==> config.mk <==
export PLATFORM = sky130hd
export DESIGN_NAME = vga_timing_gen
export DESIGN_NICKNAME = d
export VERILOG_FILES = /design/src/rtl/vga_timing_gen.sv
export SDC_FILE = /design/constraint.sdc
export NUM_CORES = 1
export LEC_CHECK = 0
export BUFFER_PORTS_ARGS = -buffer_cell sky130_fd_sc_hd__buf_4
export CORE_ASPECT_RATIO = 0.6
export CORE_MARGIN = 2
export CORE_UTILIZATION = 30
export DETAILED_ROUTE_END_ITERATION = 6
export PLACE_DENSITY = 0.47
export SLEW_MARGIN = 10
export SYNTH_ARGS = -nofsm -noshare
export SYNTH_HDL_FRONTEND = slang
export SYNTH_SLANG_ARGS = --single-unit
==> constraint.sdc <==
create_clock -name clk -period 5 [get_ports clk]
set_input_delay 0 -clock clk [delete_from_list [all_inputs] [get_ports clk]]
set_output_delay 0 -clock clk [all_outputs]
set_load 0.005 [all_outputs]
==> src/rtl/vga_timing_gen.sv <==
// VGA raster timing generator: free-running pixel/line counters, delay-matched sync and blanked colour.
// Optional build macro VGA_COLORBAR_EN drives a test colour bar from the horizontal counter instead of PIXEL.
module vga_timing_gen #(
    parameter int H_VISIBLE   = 800,
    parameter int H_FRONT     = 56,
    parameter int H_SYNC      = 120,
    parameter int H_BACK      = 64,
    parameter int V_VISIBLE   = 600,
    parameter int V_FRONT     = 37,
    parameter int V_SYNC      = 6,
    parameter int V_BACK      = 23,
    parameter int PIX_LATENCY = 1
) (
    input  logic        clk,
    input  logic        rst_n,
    input  logic [2:0]  PIXEL,
    output logic [10:0] PIXEL_H,
    output logic [10:0] PIXEL_V,
    output logic        FRAME_START,
    output logic        VGA_HS,
    output logic        VGA_VS,
    output logic        VGA_R,
    output logic        VGA_G,
    output logic        VGA_B
);

    localparam int H_TOTAL = H_VISIBLE + H_FRONT + H_SYNC + H_BACK;
    localparam int V_TOTAL = V_VISIBLE + V_FRONT + V_SYNC + V_BACK;

    localparam logic [10:0] H_LAST      = 11'(H_TOTAL - 1);
    localparam logic [10:0] V_LAST      = 11'(V_TOTAL - 1);
    localparam logic [10:0] H_DE_END    = 11'(H_VISIBLE);
    localparam logic [10:0] V_DE_END    = 11'(V_VISIBLE);
    localparam logic [10:0] H_SYNC_BEG  = 11'(H_VISIBLE + H_FRONT);
    localparam logic [10:0] H_SYNC_END  = 11'(H_VISIBLE + H_FRONT + H_SYNC);
    localparam logic [10:0] V_SYNC_BEG  = 11'(V_VISIBLE + V_FRONT);
    localparam logic [10:0] V_SYNC_END  = 11'(V_VISIBLE + V_FRONT + V_SYNC);

    // Counters are 11 bits wide; reject raster sizes that would not fit.
    if (H_TOTAL > 2047 || V_TOTAL > 2047) begin : g_bad_total
        $fatal(1, "vga_timing_gen: H_TOTAL/V_TOTAL must not exceed 2047");
    end
    if (PIX_LATENCY < 1 || PIX_LATENCY > 4) begin : g_bad_latency
        $fatal(1, "vga_timing_gen: PIX_LATENCY must be in 1..4");
    end

`ifdef VGA_COLORBAR_EN
    localparam int STAGE_W = 6;
`else
    localparam int STAGE_W = 3;
`endif

    logic        run_reg;
    logic        h_wrap;
    logic [10:0] h_next;
    logic [10:0] v_next;

    always_comb begin
        h_wrap = (PIXEL_H == H_LAST);
        h_next = h_wrap ? 11'd0 : PIXEL_H + 11'd1;
        v_next = PIXEL_V;
        if (h_wrap) begin
            v_next = (PIXEL_V == V_LAST) ? 11'd0 : PIXEL_V + 11'd1;
        end
    end

    // The first edge after reset only raises run_reg and FRAME_START, so (0,0) is presented with the pulse.
    always_ff @(posedge clk or negedge rst_n) begin
        if (!rst_n) begin
            run_reg     <= 1'b0;
            PIXEL_H     <= 11'd0;
            PIXEL_V     <= 11'd0;
            FRAME_START <= 1'b0;
        end else if (!run_reg) begin
            run_reg     <= 1'b1;
            FRAME_START <= 1'b1;
        end else begin
            PIXEL_H     <= h_next;
            PIXEL_V     <= v_next;
            FRAME_START <= (h_next == 11'd0) && (v_next == 11'd0);
        end
    end

    // Raw timing is masked until counting starts so the idle counter value never reaches the outputs.
    logic de_raw;
    logic hs_raw;
    logic vs_raw;
    logic [STAGE_W-1:0] stage_in;

    always_comb begin
        de_raw = run_reg && (PIXEL_H < H_DE_END) && (PIXEL_V < V_DE_END);
        hs_raw = run_reg && (PIXEL_H >= H_SYNC_BEG) && (PIXEL_H < H_SYNC_END);
        vs_raw = run_reg && (PIXEL_V >= V_SYNC_BEG) && (PIXEL_V < V_SYNC_END);
`ifdef VGA_COLORBAR_EN
        stage_in = {PIXEL_H[9:7], vs_raw, hs_raw, de_raw};
`else
        stage_in = {vs_raw, hs_raw, de_raw};
`endif
    end

    logic [PIX_LATENCY-1:0][STAGE_W-1:0] pipe_reg;
    logic [PIX_LATENCY-1:0][STAGE_W-1:0] pipe_next;

    for (genvar gi = 0; gi < PIX_LATENCY; gi++) begin : g_stage
        if (gi == 0) begin : g_first
            assign pipe_next[gi] = stage_in;
        end else begin : g_rest
            assign pipe_next[gi] = pipe_reg[gi-1];
        end
    end

    always_ff @(posedge clk or negedge rst_n) begin
        if (!rst_n) begin
            pipe_reg <= '0;
        end else begin
            pipe_reg <= pipe_next;
        end
    end

    logic [STAGE_W-1:0] tail;
    logic [2:0]         colour_src;

    always_comb begin
        tail = pipe_reg[PIX_LATENCY-1];
`ifdef VGA_COLORBAR_EN
        colour_src = tail[5:3];
`else
        colour_src = PIXEL;
`endif
    end

    // Output register: PIXEL lines up with the tail stage because the text stage has the same latency.
    always_ff @(posedge clk or negedge rst_n) begin
        if (!rst_n) begin
            VGA_HS <= 1'b0;
            VGA_VS <= 1'b0;
            {VGA_R, VGA_G, VGA_B} <= 3'b000;
        end else begin
            VGA_HS <= tail[1];
            VGA_VS <= tail[2];
            {VGA_R, VGA_G, VGA_B} <= tail[0] ? colour_src : 3'b000;
        end
    end

endmodule

# Word-level counts from Yosys, hierarchy flattened
# Cells that the tools add are included.
dict set report word_totals {
  reg_bits 32
  inputBits 5
  out_inout_bits 28
  wordCells 34
}
dict set report classes {
  addsub 2
  n_lt_le_gt_ge 6
  eq_ne 2
  n_mux 5
  n_reduce_logical 9
}
# op n
set op_table {}
lappend op_table {{$lt A11 B10 Y1 const B} 4}
lappend op_table {{$mux W11} 3}
lappend op_table {{$add A11 B1 Y11 const B} 2}
lappend op_table {{$ge A11 B10 Y1 const B} 2}
lappend op_table {{$logic_not A11 Y1} 2}
lappend op_table {{$eq A11 B10 Y1 const B} 1}
lappend op_table {{$eq A11 B11 Y1 const B} 1}
lappend op_table {{$logic_and A1 B1 Y1} 7}
lappend op_table {{$mux W3} 1}
lappend op_table {{$mux W1} 1}

# Longest topological paths before layout
dict set report depth {
  word_depth 6
  depth_mapped 8
  depth_no_buf 7
}

# Least setup slack after synthesis
# OpenSTA, ideal clock, no wires.
dict set report synth_path {
  kind {flip-flop to flip-flop}
  start {register PIXEL_H[1]}
  end {register FRAME_START}
  setup_time_ns 0.104
  arrival_ns 1.934
  required_ns 4.896
  slack_ns 2.963
  path_stages_with_launch 8
  n_path_buf 0
  synth_period_minus_slack_ns 2.037
  path_cell_list {dfrtp_1 -> ha_1 -> and4b_1 -> and3_4 -> a2111oi_4 -> o211a_1 -> a21oi_1 -> o41ai_2}
}
dict set report synth_via {
  elab_chain_cells 5
  word_cells_on_any_way 8
  classes_between {1 x add/sub; 1 x eq/ne; 3 x mux; 3 x reduce/logical}
}
# element line
set synth_rtl {}
lappend synth_rtl {{start, declared} 17} ;# output logic [10:0] PIXEL_H,
lappend synth_rtl {{start signal, assigned} 78} ;# PIXEL_H <= h_next;
lappend synth_rtl {{$add A11 B1 Y11 or $eq A11 B11 Y1 (tied branches)} {60, 59}}
lappend synth_rtl {{$mux W11 (on tied branches)} {60, 62}}
lappend synth_rtl {{$logic_not A11 Y1} 80} ;# FRAME_START <= (h_next == 11'd0) && (v_next == 11'd0);
lappend synth_rtl {{$logic_and A1 B1 Y1 *} 80}
lappend synth_rtl {{$mux W1 *} 74} ;# end else if (!run_reg) begin
lappend synth_rtl {{end signal, assigned} 80}
lappend synth_rtl {{end, declared} 19} ;# output logic FRAME_START,
# Mark *: on every way between the ends. The rest lies on a longest branch, timed or not.
# A chain may end at the register's enable or synchronous reset.

# Worst setup path after layout
# Same ends and word-level chain as after synthesis.

==> impl_metrics.toml <==
[die]
die_w_um = 109
core_area_um2 = 6250
dieHeight_um = 66.9
start_util = 0.317
top_level_ports = 33
die_area_um2 = 7290
num_rows = 22

[worst_setup_path]
crit_path_end_kind = "register"
cp.arrival_ns = 2.44
r2r_start = "PIXEL_H[1]"
critPathMaxStageDelay_ns = 0.46
critical-path-top-delay-family = "simple AND/OR/NAND/NOR gates"
crit_type = "register to register"
crit_path_start_kind = "register"
cp_slowest_cell = "dfrtp_1"
reg2regPathDepth = 7
critical_path_buf_inv_count = 0
path_cells = "ha_1 -> and4b_1 -> nand3_1 -> or3_1 -> o211a_1 -> a21oi_1 -> o41ai_2"
reg2reg_slack_ns = 2.70
required_ns = 5.14
crit_fanout = 9
r2r_end = "FRAME_START"

[sta]
fmax_mhz = 434
slew_violations = 0
relSlewSlack = 0.542
worst_pin_slew_ns = 0.687
hold_viol_final = 0
rsz0062_at_grt = "no"
finalSetupTns_ns = 0
fin_crit_sh = 0.460
setup-violations-final = 0
min_period_ns = 2.30
fin_skew_ns = 0.00566

[synthesis]
synth_edf_count = 0
synth.area.top_cells = "dfrtp_1 (40%), o21ai_0 (4.8%), nand2_1 (4.5%), xnor2_1 (4.0%), ha_1 (3.2%)"
yosysTopAreaCellShare = 0.404
synthFlopType = "dfrtp_1"
syn_area_um2 = 1980
synth_top_area_cell = "dfrtp_1"
yosys.cell_count.top_type = "dfrtp_1"
yosysSeqAreaShare = 0.404
ys_warn_count = 0
syn_area_per_cell_um2 = 9.17
synthCells = 216
netlist_top_cells_count = "dfrtp_1 (32), nand2_1 (24), o21ai_0 (19)"
synth_cell_types = 48
syn-num-nets = 226
synthArstFlopShare = 1.00
ys_seq_elements = 32

[power_and_ir_drop]
p_switching_uw = 201
pwr-share-comb = 0.170
p_clk_frac = 0.358
internal_power_uw = 493
p_seq_frac = 0.472
power_density_nw_per_um2 = 292
ir_drop_mv = 0.144
p_leak_nw = 1.03
switching_share = 0.290

[detailed_routing]
via_per_inst = 5.17
wl_per_cell_um = 15.2
drt_iter0_drc = 79
wl_mm = 4.99
drtPass1Iterations = 4
drc_errors = 0
drtAntennaViolNets = 0
dr_total_vias = 1690

[place]
dp_hpwl_mm = 3.52
dpl-instance-area_um2 = 2230
portBuffers = 32
place_congestion = 0.835

[clock_network]
clk_pin_slew_worst_paths_ns = 0.07
cts_tree = "yes"
clock_path_buffers = 2
worst_skew_pair.late_latency_ns = 0.28
cts_root_buffer = "clkbuf_8"
htreeDepth = 2
cts_sinks = 32
cts-buffers-inserted = 5

[cells_and_area]
drive_gt1_frac = 0.193
diodes = 0
stdcell_area_um2 = 2370
area_growth_pct = 19.8
final_nets = 252

[grt]
grt_use_total = 0.148
grt_max_degree = 33
grt_overflow_total = 0
grt_pass1_vias = 1476
antenna_found_initial = 0
grt_pass1_wl_mm = 8.11

[hold_path]
min_path_type = "input pin to asynchronous set/reset pin"

[outcome]
status = "completed"

[run]
cap_violations = 0
[worst max-delay path by stage]
stage / from / end / slack [ns] / cells past startpoint
detailed placement: PIXEL_H[1] / FRAME_START / 2.75 / 7
floorplan: PIXEL_H[1] / FRAME_START / 2.96 / 7
CTS: PIXEL_H[1] / FRAME_START / 2.70 / 7
global placement: PIXEL_H[1] / FRAME_START / 2.79 / 7
finish: PIXEL_H[1] / FRAME_START / 2.70 / 7
global route: PIXEL_H[1] / FRAME_START / 2.53 / 7
[timing repair]
item / 4_1_cts / 5_1_grt
endpoints found under the hold margin: 35 / 0
hold buffers: 4 / 0
buffers inserted: 0 / 0
gates resized for setup: 0 / 0
[final cells by class]
type | count | area, um2
Clock inverter | 2 | 35.0
Fill cell | 660 | 3870
Multi-Input combinational cell | 162 | 1060
Tap cell | 84 | 105
Timing Repair Buffer | 36 | 280
Inverter | 5 | 18.8
Sequential cell | 32 | 801
Clock buffer | 6 | 72.6
[metal layers]
metal,track usage,vias to the layer above,wire length [um]
li1,-,836,-
met1,0.238,796,2750
met2,0.183,53,1840
met3,0.0411,5,367
met4,0.0337,0,31
met5,0,-,0
[power groups by stage]
| stage | Combinational, mW | Sequential [mW] | Clock (mW) |
|---|---|---|---|
| after global routing | 0.134 | 0.333 | 0.271 |
| after detailed placement | 0.116 | 0.332 | 0 |
| after global placement | 0.117 | 0.335 | 0 |
| after CTS | 0.120 | 0.327 | 0.256 |
| final | 0.118 | 0.328 | 0.249 |
| after floorplan | 0.0996 | 0.305 | 0 |
[cells in the final DEF (no fill, tap or decap), types with 2 or more instances in the layout]
cell            n
dlygate4sd3_1   4
nand2_1        24
o31ai_1         5
or3_1           4
o21ai_0        19
ha_1            5
nor3b_1         3
and3_1          8
buf_4          32
nor2_1         11
and4_1          3
a31oi_1         3
nand2b_1        2
nand3_1         7
a211oi_1        3
inv_1           5
xor2_1          3
a21oi_1        12
dfrtp_1        32
nand4_1         7
nor3_1          3
clkbuf_8        5
o211ai_1        2
and4b_1         2
xnor2_1         9
and2_1          6
[per-stage QoR]
step                std cells  setup WS, ns   util  hold WS [ns]  power, mW
floorplan                 216          2.96      -        -0.296      0.405
global placement          315          2.79  0.356       -0.0221      0.452
detailed placement        315          2.75  0.356       -0.0232      0.448
CTS                       327          2.70  0.380         0.215      0.703
global route              327          2.53  0.380         0.241      0.737
finish                    327          2.70  0.380         0.193      0.694
[cell families after synthesis]
group,share of synthesized area
AOI/OAI and AO/OA,0.189
adders and majority gates,0.0316
buffers and inverters,0.0600
DFF,0.404
other,0.00189
muxes,0.00505
and+or+nand+nor,0.255
xor gates and xnor gates,0.0531
Power figures use the tool's default switching activity.
